$ cat src/rtl/demux_1_to_8_reg.sv
// ============================================================================
// Module      : demux_1_to_8_reg
// Description : Registered 1-to-8 write distributor. One WIDTH-bit word per
//               cycle is taken over a valid/ready handshake and parked in one
//               of eight holding slots chosen by in_sel. Each slot presents
//               its data with a valid flag until its consumer acknowledges.
// Config macro: DEMUX_BCAST_EN - adds in_bcast; a broadcast write fills all
//               eight slots at once and is only accepted when all are empty.
// Ports       :
//   clk        in   1         clock, rising edge
//   reset_n    in   1         asynchronous active-low reset
//   in_valid   in   1         producer presents a word
//   in_ready   out  1         word can be accepted this cycle
//   in_sel     in   3         target slot 0..7
//   in_data    in   WIDTH     word to store
//   in_bcast   in   1         (DEMUX_BCAST_EN only) write to all slots
//   out_data   out  8*WIDTH   slot k at [k*WIDTH +: WIDTH]
//   out_valid  out  8         slot k holds unconsumed data
//   out_ack    in   8         consumer k takes slot k this cycle
//   occ_cnt    out  4         number of occupied slots, 0..8
// Revision    : 1.0 - initial release
// ============================================================================
`default_nettype none

module demux_1_to_8_reg #(
  parameter int WIDTH = 32
) (
  input  logic               clk,
  input  logic               reset_n,
  input  logic               in_valid,
  output logic               in_ready,
  input  logic [2:0]         in_sel,
  input  logic [WIDTH-1:0]   in_data,
`ifdef DEMUX_BCAST_EN
  input  logic               in_bcast,
`endif
  output logic [8*WIDTH-1:0] out_data,
  output logic [7:0]         out_valid,
  input  logic [7:0]         out_ack,
  output logic [3:0]         occ_cnt
);

  localparam int c_SLOTS = 8;

  typedef enum logic [0:0] {
    S_EMPTY = 1'b0,
    S_FULL  = 1'b1
  } state_t;

  state_t           r_state     [c_SLOTS];
  state_t           w_state_nxt [c_SLOTS];
  logic [WIDTH-1:0] r_data      [c_SLOTS];
  logic [3:0]       r_occ;
  logic [3:0]       w_occ_nxt;
  logic [3:0]       w_ack_cnt;
  logic [3:0]       w_add;
  logic [7:0]       w_wr;
  logic [7:0]       w_pop;
  logic             w_bcast;
  logic             w_ready;
  logic             w_accept;

`ifdef DEMUX_BCAST_EN
  assign w_bcast = in_bcast;
`else
  assign w_bcast = 1'b0;
`endif

  // Ready depends only on registered slot state and the selection, so an
  // ack landing on the selected slot cannot open the door in the same cycle.
  assign w_ready  = w_bcast ? ~|out_valid : ~out_valid[in_sel];
  assign w_accept = in_valid & w_ready;
  assign in_ready = w_ready;
  assign occ_cnt  = r_occ;

  // A write only reaches an EMPTY slot and an effective ack only a FULL one,
  // so the two never collide on the same slot.
  always_comb begin
    w_ack_cnt = 4'd0;
    for (int k = 0; k < c_SLOTS; k++) begin
      w_wr[k]        = w_accept & (w_bcast | (in_sel == 3'(k)));
      w_pop[k]       = out_ack[k] & (r_state[k] == S_FULL);
      w_ack_cnt      = w_ack_cnt + {3'b000, w_pop[k]};
      w_state_nxt[k] = r_state[k];
      if (w_wr[k]) begin
        w_state_nxt[k] = S_FULL;
      end else if (w_pop[k]) begin
        w_state_nxt[k] = S_EMPTY;
      end
    end
    if (w_accept) begin
      w_add = w_bcast ? 4'd8 : 4'd1;
    end else begin
      w_add = 4'd0;
    end
    w_occ_nxt = r_occ + w_add - w_ack_cnt;
  end

  always_ff @(posedge clk or negedge reset_n) begin
    if (!reset_n) begin
      r_occ <= 4'd0;
      for (int k = 0; k < c_SLOTS; k++) begin
        r_state[k] <= S_EMPTY;
        r_data[k]  <= '0;
      end
    end else begin
      r_occ <= w_occ_nxt;
      for (int k = 0; k < c_SLOTS; k++) begin
        r_state[k] <= w_state_nxt[k];
        // Data is kept after an ack; only a new write replaces it.
        if (w_wr[k]) begin
          r_data[k] <= in_data;
        end
      end
    end
  end

  generate
    for (genvar g = 0; g < c_SLOTS; g++) begin : g_slot
      assign out_valid[g]                = (r_state[g] == S_FULL);
      assign out_data[g*WIDTH +: WIDTH]  = r_data[g];
    end
  endgenerate

endmodule

`default_nettype wire

$ cat config.mk
export PLATFORM = sky130hd
export DESIGN_NAME = demux_1_to_8_reg
export DESIGN_NICKNAME = d
export VERILOG_FILES = /design/src/rtl/demux_1_to_8_reg.sv
export SDC_FILE = /design/constraint.sdc
export NUM_CORES = 1
export LEC_CHECK = 0
export BUFFER_PORTS_ARGS = -buffer_cell sky130_fd_sc_hd__buf_2
export CORE_ASPECT_RATIO = 0.5
export CORE_MARGIN = 2
export CORE_UTILIZATION = 49
export CTS_BUF_LIST = sky130_fd_sc_hd__clkbuf_4 sky130_fd_sc_hd__clkbuf_8
export DETAILED_ROUTE_END_ITERATION = 7
export GPL_ROUTABILITY_DRIVEN = 0
export HOLD_SLACK_MARGIN = 0.03
export PLACE_DENSITY = 0.78
export RECOVER_POWER = 25
export SYNTH_ARGS = -nofsm -noshare
export SYNTH_HDL_FRONTEND = slang
export SYNTH_SLANG_ARGS = --single-unit
$ cat constraint.sdc
create_clock -name clk -period 3.8 [get_ports clk]
set_clock_uncertainty 0.05 [all_clocks]
set_input_delay 0.38 -clock clk [delete_from_list [all_inputs] [get_ports clk]]
set_output_delay 0.38 -clock clk [all_outputs]
set_load 0.05 [all_outputs]
* Word level (Yosys, flattened, before mapping)
Index checks and enable logic that the tools add are counted.
Storage, ports and cells: word-level logic and storage cells 80, register bits 268, output and inout bits 269
Cells by class: add/sub/neg operators 9, reductions and logical operators 9, eq/ne operators 7, bitwise operators 18, mux-type cells 19, order comparisons 1
Operators with widths (count):
- 4-bit by 1-bit adder with 4-bit output | 5
- 1-bit 2-to-1 mux | 18
- 1-bit bitwise AND | 17
- 2-bit nonzero test | 8
- 3-bit == test, second input constant | 4
- 3-bit by 2-bit == test with 1-bit output, second input constant | 2
- 3-bit by 1-bit adder with 4-bit output | 1
- 3-bit by 4-bit less-than comparator with 1-bit output, second input constant | 1
- 4-bit subtractor | 1
- 2-bit by 1-bit adder with 3-bit output | 1
- 1-bit binary-select mux with 3-bit select | 1
- 3-bit by 1-bit == test with 1-bit output, second input constant | 1
- 3-bit logical NOT | 1
- 1-bit by 1-bit adder with 2-bit output | 1
- 1-bit NOT | 1

* Logic depth before layout (Yosys ltp)
Gate-level depths: netlist of run 1.
depth after elaboration 9, gate-level depth with buffers 13, mapped depth without buffers 13

* Worst setup path before layout of run 1
Ideal clock, no wire load.
path kind register -> register, start reg r_state (netlist bit out_valid[4]), end reg r_occ[3] (netlist: occ_cnt[3]), clock period less this slack 3540 ps, setup slack 260 ps, stages on the path, launching flop included 13, required time 3625 ps, library setup time 125 ps, data arrival time 3365 ps, cells stage by stage dfrtp_1 > and2_1 > fa_1 > fa_1 > inv_1 > fa_1 > inv_1 > fa_1 > inv_1 > ha_1 > ha_1 > xor2_1 > xnor2_1
Between the ends: cells in the longest elaborated chain, start to end 7
Ends and longest elaborated chain:
- start, declared | line 50 | state_t r_state [c_SLOTS];
- start signal, assigned by index | line 109 | r_state[k] <= w_state_nxt[k];
- branches (longest 6 deep; another with 4-bit by 1-bit adder with 4-bit output)
- 4-bit subtractor (*) | line 96 | w_occ_nxt = r_occ + w_add - w_ack_cnt;
- net w_occ_nxt[3] | line 54 | logic [3:0] w_occ_nxt;
- end signal, assigned | line 107 | r_occ <= w_occ_nxt;
- end, declared | line 53 | logic [3:0] r_occ;
Mark *: on every way through the listed nets, which the timed path passes. The select of a mux whose other input is x is not followed. A chain may end at the register's enable or synchronous reset.

* Worst setup path in the final report of run 1
start in out_ack[6], end reg r_occ[3] (netlist: occ_cnt[3])
Between the ends: cells in the longest elaborated chain, start to end 4
Ends and longest elaborated chain:
- start, declared | line 39 | input logic [7:0] out_ack,
- 1-bit bitwise AND | line 82 | w_pop[k] = out_ack[k] & (r_state[k] == S_FULL);
- 4-bit by 1-bit adder with 4-bit output (2 in series) | line 83 | w_ack_cnt = w_ack_cnt + {3'b000, w_pop[k]};
- 4-bit subtractor | line 96
- net w_occ_nxt[3] | line 54
The timed path passes the listed nets, and every way through them passes these cells.

==> metrics.txt, run 1 <==
HPWL after DPL=between 15,000 and 20,000 µm; nets@finish=between 1,000 and 1,500; sequential-to-total area share from yosys stat=64.0%; total global-route track usage=23.9%; Crit. End Element=flip-flop; VDD IR max=0.418 mV; core box area=20,700 µm²; unrepaired setup endpoints after global routing=no; reg2reg start=out_valid[4]; LEAKAGE=6.54 nW; status=finished, violations left; PD cells=815 nW/µm²; failing checks=capacitance limit, slew limit; Worst EP arrival=between 3 and 4 ns; Worst slew margin=-85.3%; Synth Register Bits=268; most frequent cell after synthesis=dfrtp_1; Area Growth Syn to Fin=25.9%; Async S/R FF share, synth=between 90% and 100%; Diodes inserted=0; drt drc=0; Synth area leaders=dfrtp_1, mux2_2, mux2_4; hold path startpoint=out_ack[4]; Setup CP Type=in -> reg; EDFF count, synth=0; number of post-CTS setup repair buffers=0; CTS Buffer Depth=3; number of global-route vias before repair=7,189; Core Rows=37; post-placement cell count=1,188; Die W=around 210 µm; initial core utilization=50.5%; clk sinks=about 270; drt wl/cell=21.3 µm; average cell area after synthesis=16.9 µm²; Mapped Nets=677; Vias per Instance=5.21; Startpoint Class=input port; Initial DRC Count=~300; cell depth of the worst hold path=3; Max Transition Viols Final=128; setup_tns=0 ns; R2R depth=12; Die Y=around 110 µm; htree depth=2; Synth top area share=64.0%; Final Hold Fails=0; CP required=4.15 ns; Num CTS Buffers=39; Max FO, Critical Path=2; most used cell, CP=fa_1; Max stage delay on crit path=0.54 ns; Pwr Total=roughly 11 mW; top_reg_cell synth=dfrtp_1; synth unique cells=28; biggest area consumer among synthesized cells=dfrtp_1; Final setup viols=0; Max-cap violations=4; DR vias=6,570; Placed Area=12,400 µm²; share of cells above drive strength 1=about 65%; Tightest Pin Transition=2.75 ns; Fmax achieved=285 MHz; die area=between 20,000 and 25,000 µm²; Hold WC Path Type=in -> reg; Routed WL=26,900 µm; Crit-path slowest cell=dlygate4sd3_1; CP startpoint=out_ack[6]; clk_lat worst skew=roughly 0.51 ns; root buffer cell=clkbuf_8; antenna violations before repair=0; crit path cell chain=dlygate4sd3_1 -> buf_2 -> and2_1 -> fa_1 -> fa_1 -> inv_1 -> fa_1 -> inv_1 -> fa_1 -> inv_1 -> ha_1 -> ha_1 -> xor2_1 -> xnor2_1; TritonRoute pass-1 iters=4; Synth Warn #=0; port bufs=about 310; mapped cell area=10,500 µm²; final instance area=around 13,000 µm²; final cell count without fillers=1,261; cells after synthesis=between 600 and 700; Antenna Nets Post-Route=0; Reg clk slew, reported paths=0.07 ns; Period minus WS final=3.51 ns; CTS tree=done; Final period util=92.4%; first-pass GRT wire length=41,200 µm; largest net degree at the start of global routing=97; Top Ports=315; Overflow after GRT=0; most frequent cells after synthesis=dfrtp_1, mux2_2, mux2_4
state kept, by name, summed over array words and instances, names as in the netlist:
register	count
out_data	256
out_valid	8
occ_cnt	4
metal layers:
metal / track usage, % / vias to the layer above / part of all wire [%]
met4: 10.1 / 0 / 3.6
met1: 30.8 / 3464 / 42
met2: 39.7 / 192 / 50
met3: 5.19 / 64 / 4.7
li1: - / 2850 / -
met5: 0 / - / 0
final timing paths:
kind | endpoint | slack (ns)
max reg2reg | occ_cnt[3] | 0.33
max | occ_cnt[3] | 0.29
min | out_valid[4] | 0.10
max in group asynchronous | out_data[204] | 0.97
min reg2reg | out_data[180] | 0.45
min in group asynchronous | out_data[249] | 1.09
critical path: cells and delay by family:
kind | cells | cell delay, ns
XOR/XNOR | 2 | 0.28
buffers and inverters | 5 | 0.88
adder cells (fa/ha/maj) | 6 | 2.15
AND/OR/NAND/NOR | 1 | 0.17
stage by stage:
| stage | setup WS [ns] | util (%) | hold slack, ns |
|---|---|---|---|
| finish | 0.290 | 63.6 | 0.104 |
| global route | 0.184 | 63.6 | 0.0772 |
| detailed placement | 0.273 | 59.7 | 0.419 |
| CTS | 0.320 | 64.0 | 0.0705 |
| floorplan | 0.260 | - | 0.0344 |
| global placement | 0.346 | 59.7 | 0.415 |
power by group:
part | switching (mW) | internal [mW]
combinational | 3.23 | 1.08
clock | 1.12 | 1.41
sequential | 0.366 | 3.54
total | 4.72 | 6.04
layout make-up:
type / instances / area (µm²)
tap: 273 / 342
inverter: 15 / 56.3
multi-input combinational: 306 / 3510
clock buffer: 63 / 805
clock inverter: 7 / 60.1
timing repair buffer: 329 / 1710
sequential: 268 / 6710
fill: 1591 / 7550
cell usage in the layout (no fill, tap or decap), types with 2 or more instances in the layout:
master	n
a21o_1	6
and2_1	4
buf_12	4
buf_2	297
buf_4	5
clkbuf_1	18
clkbuf_2	2
clkbuf_4	10
clkbuf_8	53
clkinv_2	6
dfrtp_1	268
dlygate4sd3_1	3
fa_1	6
ha_1	7
inv_1	15
mux2_2	227
mux2_4	29
mux2i_1	4
nand2_1	6
nor3_1	2
o21ai_0	2
xnor2_1	2
logic make-up (layout without fill, tap and decap cells):
group / after synthesis / after routing / synth area share, %
DFF: 268 / 268 / 64.0
muxes: 261 / 261 / 29.2
AOI/OAI and AO/OA: 8 / 8 / 0.526
and+or+nand+nor: 21 / 21 / 1.53
xor gates and xnor gates: 3 / 3 / 0.251
adders and majority gates: 13 / 13 / 1.98
buffers and inverters: 44 / 414 / 2.53
timing repair:
action / 4_1_cts / 5_1_grt
gates resized for setup: 0 / 0
hold buffers: 3 / 0
endpoints found under the hold margin: 94 / 0
Power figures use the tool's default switching activity.
==> run 2, diff against run 1 <==
--- a/config.mk
+++ b/config.mk
@@ -8,12 +8,12 @@
 export BUFFER_PORTS_ARGS = -buffer_cell sky130_fd_sc_hd__buf_2
 export CORE_ASPECT_RATIO = 0.5
 export CORE_MARGIN = 2
-export CORE_UTILIZATION = 49
+export CORE_UTILIZATION = 35
 export CTS_BUF_LIST = sky130_fd_sc_hd__clkbuf_4 sky130_fd_sc_hd__clkbuf_8
 export DETAILED_ROUTE_END_ITERATION = 7
 export GPL_ROUTABILITY_DRIVEN = 0
 export HOLD_SLACK_MARGIN = 0.03
-export PLACE_DENSITY = 0.78
+export PLACE_DENSITY = 0.59
 export RECOVER_POWER = 25
 export SYNTH_ARGS = -nofsm -noshare
 export SYNTH_HDL_FRONTEND = slang
==> metrics.txt, run 2 (same netlist as run 1, synthesis figures left out) <==
status=finished, violations left; failing checks=DRC, capacitance limit, slew limit; Reg clk slew, reported paths=around 0.060 ns; Die Y=126 µm; number of post-CTS setup repair buffers=0; Worst slew margin=-59.4%; Final Hold Fails=0; fillers=about 2,700; Max Transition Viols Final=85; crit path cell chain=dlygate4sd3_1 -> buf_2 -> and2_1 -> fa_1 -> fa_1 -> inv_1 -> fa_1 -> inv_1 -> fa_1 -> inv_1 -> ha_1 -> ha_1 -> xor2_1 -> xnor2_1; Setup CP Type=in -> reg; Max stage delay on crit path=0.54 ns; port bufs=314; Initial DRC Count=313; clk_lat worst skew=0.56 ns; nets@finish=around 1,000; Top Ports=315; Final period util=91.7%; drt wl/cell=around 21 µm; HPWL after DPL=slightly below 20,000 µm; Diodes inserted=0; Tightest Pin Transition=approximately 2.4 ns; Routed WL=29,400 µm; PD cells=808 nW/µm²; most frequent cells in the layout=buf_2, dfrtp_1, mux2_2; Die W=249 µm; LEAKAGE=6.61 nW; most common cell after layout, fill and taps aside=buf_2; Max-cap violations=3; CTS resizes=0; initial core utilization=between 30% and 40%; Overflow after GRT=0; Area Growth Syn to Fin=28.5%; CP required=4.20 ns; Fmax achieved=287 MHz; setup_tns=0 ns; total global-route track usage=18.7%; htree depth=2; unrepaired setup endpoints after global routing=no; Core Rows=44; Max FO, Critical Path=2; hold_buf cts=9; Num CTS Buffers=41; Hold WC Path Type=in -> reg; DR vias=6,571; drt drc=4; share of cells above drive strength 1=66.0%; first-pass GRT wire length=approximately 44,000 µm; VDD IR max=0.399 mV; CP bufs+invs=5; Sequential Area=between 6000 and 7000 µm²; CTS Buffer Depth=3; largest net degree at the start of global routing=roughly 110; core box area=29,200 µm²; multi-input logic area=3530 µm²; Worst EP arrival=3.88 ns; Crit path max-delay family=adder cells; number of global-route vias before repair=slightly above 7,000; CTS tree=done; root buffer cell=clkbuf_8; Crit-path slowest cell=dlygate4sd3_1; Period minus WS final=3.49 ns; Final setup viols=0; Crit. End Element=flip-flop; clk sinks=roughly 270; TritonRoute pass-1 iters=6; max reg flops=between 200 and 300; post-placement cell count=1,307; most used cell, CP=fa_1; antenna violations before repair=0; Antenna Nets Post-Route=0; worst reg2reg setup slack=0.35 ns; Startpoint Class=input port; Vias per Instance=4.75; die area=roughly 31,000 µm²; final cell count without fillers=1,383
run 2: path summary, 6_finish.rpt:
| kind | from | end | depth (start not counted) |
|---|---|---|---|
| worst max-delay path | out_ack[4] | occ_cnt[3] | 14 |
| worst min register to register | out_data[25] | out_data[25] | 1 |
| min in group asynchronous | reset_n | out_data[252] | 2 |
| max in group asynchronous | reset_n | out_data[111] | 3 |
| worst max register to register | out_valid[4] | occ_cnt[3] | 12 |
| worst min-delay path | in_data[16] | out_data[80] | 2 |
run 2: metal layers:
metal	GRT usage, %	share of wire, %	up-vias
met5	0	0	-
met4	7.09	3.2	0
met3	4.27	4.6	61
met2	33.3	52	162
met1	22.3	40	3474
li1	-	-	2874
run 2: power breakdown:
part | switching [mW] | internal (mW) | total [mW]
sequential | 0.350 | 3.54 | 3.89
combinational | 3.25 | 1.10 | 4.35
clock | 1.15 | 1.49 | 2.64
run 2: area by class of cell:
class,instances,share of cell area [%]
well taps,391,3.63
clock buffers,60,5.71
clock inverters,7,0.836
flip-flops and latches,268,49.8
inverters,15,0.418
multi-input cells,306,26.2
repair buffers,336,13.4
run 2: per-stage QoR:
stage / instance area, µm² / utilization (%) / setup slack, ns / power, mW / hold WS, ns
global route: 13500 / 46.1 / 0.228 / 11.3 / 0.0861
detailed placement: 12500 / 42.9 / 0.292 / 8.33 / 0.314
floorplan: 10500 / - / 0.260 / 7.15 / 0.0344
CTS: 13500 / 46.2 / 0.340 / 11.0 / 0.0547
global placement: 12500 / 42.9 / 0.328 / 8.27 / 0.308
finish: 13500 / 46.1 / 0.314 / 10.9 / 0.110
==> run 3, diff against run 2 <==
--- a/config.mk
+++ b/config.mk
@@ -13,7 +13,7 @@
 export DETAILED_ROUTE_END_ITERATION = 7
 export GPL_ROUTABILITY_DRIVEN = 0
 export HOLD_SLACK_MARGIN = 0.03
-export PLACE_DENSITY = 0.59
+export PLACE_DENSITY = 0.56
 export RECOVER_POWER = 25
 export SYNTH_ARGS = -nofsm -noshare
 export SYNTH_HDL_FRONTEND = slang
==> metrics.txt, run 3 (same netlist as run 1, synthesis figures left out) <==
number of post-CTS setup repair buffers=0; Max Transition Viols Final=161; Hold WC Path Type=in -> reg; Core Rows=44; status=finished, violations left; Setup CP Type=in -> reg; hold_buf cts=9; Crit. End Element=flip-flop; core box area=29,200 µm²; Sw Pwr=4.74 mW; initial core utilization=between 30 and 40%; Reg clk slew, reported paths=around 0.070 ns; Routed WL=28,600 µm; htree depth=2; Max-cap violations=6; Startpoint Class=input port; Net Sw Frac=43.6%; Final Hold Fails=0; unrepaired setup endpoints after global routing=no; Final setup viols=0; share of cells above drive strength 1=~66%; VDD IR max=about 0.33 mV; clk_lat worst skew=0.56 ns; drt wl/cell=20.6 µm; final instance area=13,500 µm²; Worst EP arrival=3.90 ns; sequential fraction of design power=35.8%; PD cells=807 nW/µm²; total global-route track usage=18.2%; DR vias=6,518; Overflow after GRT=0; max reg flops=256; nets@finish=1,024; drt drc=6; Max FO, Critical Path=2; port bufs=314; hold_ws=0.0968 ns; Antenna Nets Post-Route=0; Comb pwr share=40.2%; setup_tns=0 ns; number of global-route vias before repair=about 7,000; CP startpoint=out_ack[5]; failing checks=DRC, capacitance limit, slew limit; TritonRoute pass-1 iters=8; Period minus WS final=3.50 ns; CTS Buffer Depth=3; Int Power=6.12 mW; antenna violations before repair=0; Diodes inserted=0; largest net degree at the start of global routing=~110; Die Y=126 µm; reg2reg start=out_valid[4]; Vias per Instance=4.70; CTS resizes=0; root buffer cell=clkbuf_8; Num CTS Buffers=41; Area Growth Syn to Fin=28.5%; Final period util=92.2%; Fmax achieved=285 MHz; clk sinks=268; Worst slew margin=-77.5%; CP required=4.20 ns; hold path startpoint=in_data[7]; Initial DRC Count=around 180; CTS tree=done; most common cell after layout, fill and taps aside=buf_2; Tightest Pin Transition=2.66 ns; Die W=249 µm; Clk network pwr share=24.0%; first-pass GRT wire length=about 43,000 µm; die area=roughly 31,000 µm²; LEAKAGE=6.62 nW; most frequent cells in the layout=buf_2, dfrtp_1, mux2_2; Top Ports=315; Placed Area=12,500 µm²; HPWL after DPL=between 15,000 and 20,000 µm
[run 3: stage by stage]
| stage | setup WS, ns | total power, mW | utilization (%) | std cells |
|---|---|---|---|---|
| 6_report | 0.297 | 10.9 | 46.0 | 1386 |
| 5_1_grt | 0.235 | 11.3 | 46.0 | 1386 |
| 4_1_cts | 0.304 | 11.0 | 46.3 | 1386 |
| 3_5_place_dp | 0.278 | 8.34 | 42.9 | 1304 |
| 3_3_place_gp | 0.329 | 8.28 | 42.9 | 1304 |
| 2_1_floorplan | 0.260 | 7.15 | - | 618 |
[run 3: worst max-delay path, cell delays in order]
cell	delay, ns
dlygate4sd3_1	0.56
buf_2	0.14
and2_1	0.17
fa_1	0.42
fa_1	0.53
inv_1	0.05
fa_1	0.35
inv_1	0.08
fa_1	0.42
inv_1	0.07
ha_1	0.24
ha_1	0.21
xor2_1	0.15
xnor2_1	0.13
[run 3: power groups by stage]
| stage | clock network [mW] | registers [mW] | logic [mW] |
|---|---|---|---|
| global placement | 0 | 3.91 | 4.36 |
| global route | 2.84 | 3.98 | 4.51 |
| CTS | 2.70 | 3.90 | 4.41 |
| finish | 2.61 | 3.89 | 4.36 |
| floorplan | 0 | 6.36 | 0.782 |
| detailed placement | 0 | 3.94 | 4.40 |
[run 3: worst paths after layout]
kind | end | slack [ns] | cells past startpoint
min in group asynchronous | out_data[218] | 1.16 | 2
max | occ_cnt[3] | 0.30 | 14
max reg2reg | occ_cnt[3] | 0.38 | 12
min | out_data[71] | 0.1 | 2
min reg2reg | out_data[119] | 0.45 | 1
max in group asynchronous | out_data[6] | 0.94 | 3
[run 3: cell type report]
type	count	area [µm²]
multi-input combinational	306	3500
clock inverter	4	47.5
sequential	268	6710
timing repair buffer	333	1800
clock buffer	69	850
fill	2690	15800
inverter	15	56.3
tap	391	489
[run 3: routing by layer]
layer,vias up,global-route usage [%],share of wire [%]
li1,2861,-,-
met4,0,8.38,4.0
met5,-,0,0
met2,139,31.2,51
met3,69,3.98,3.8
met1,3449,22.1,41
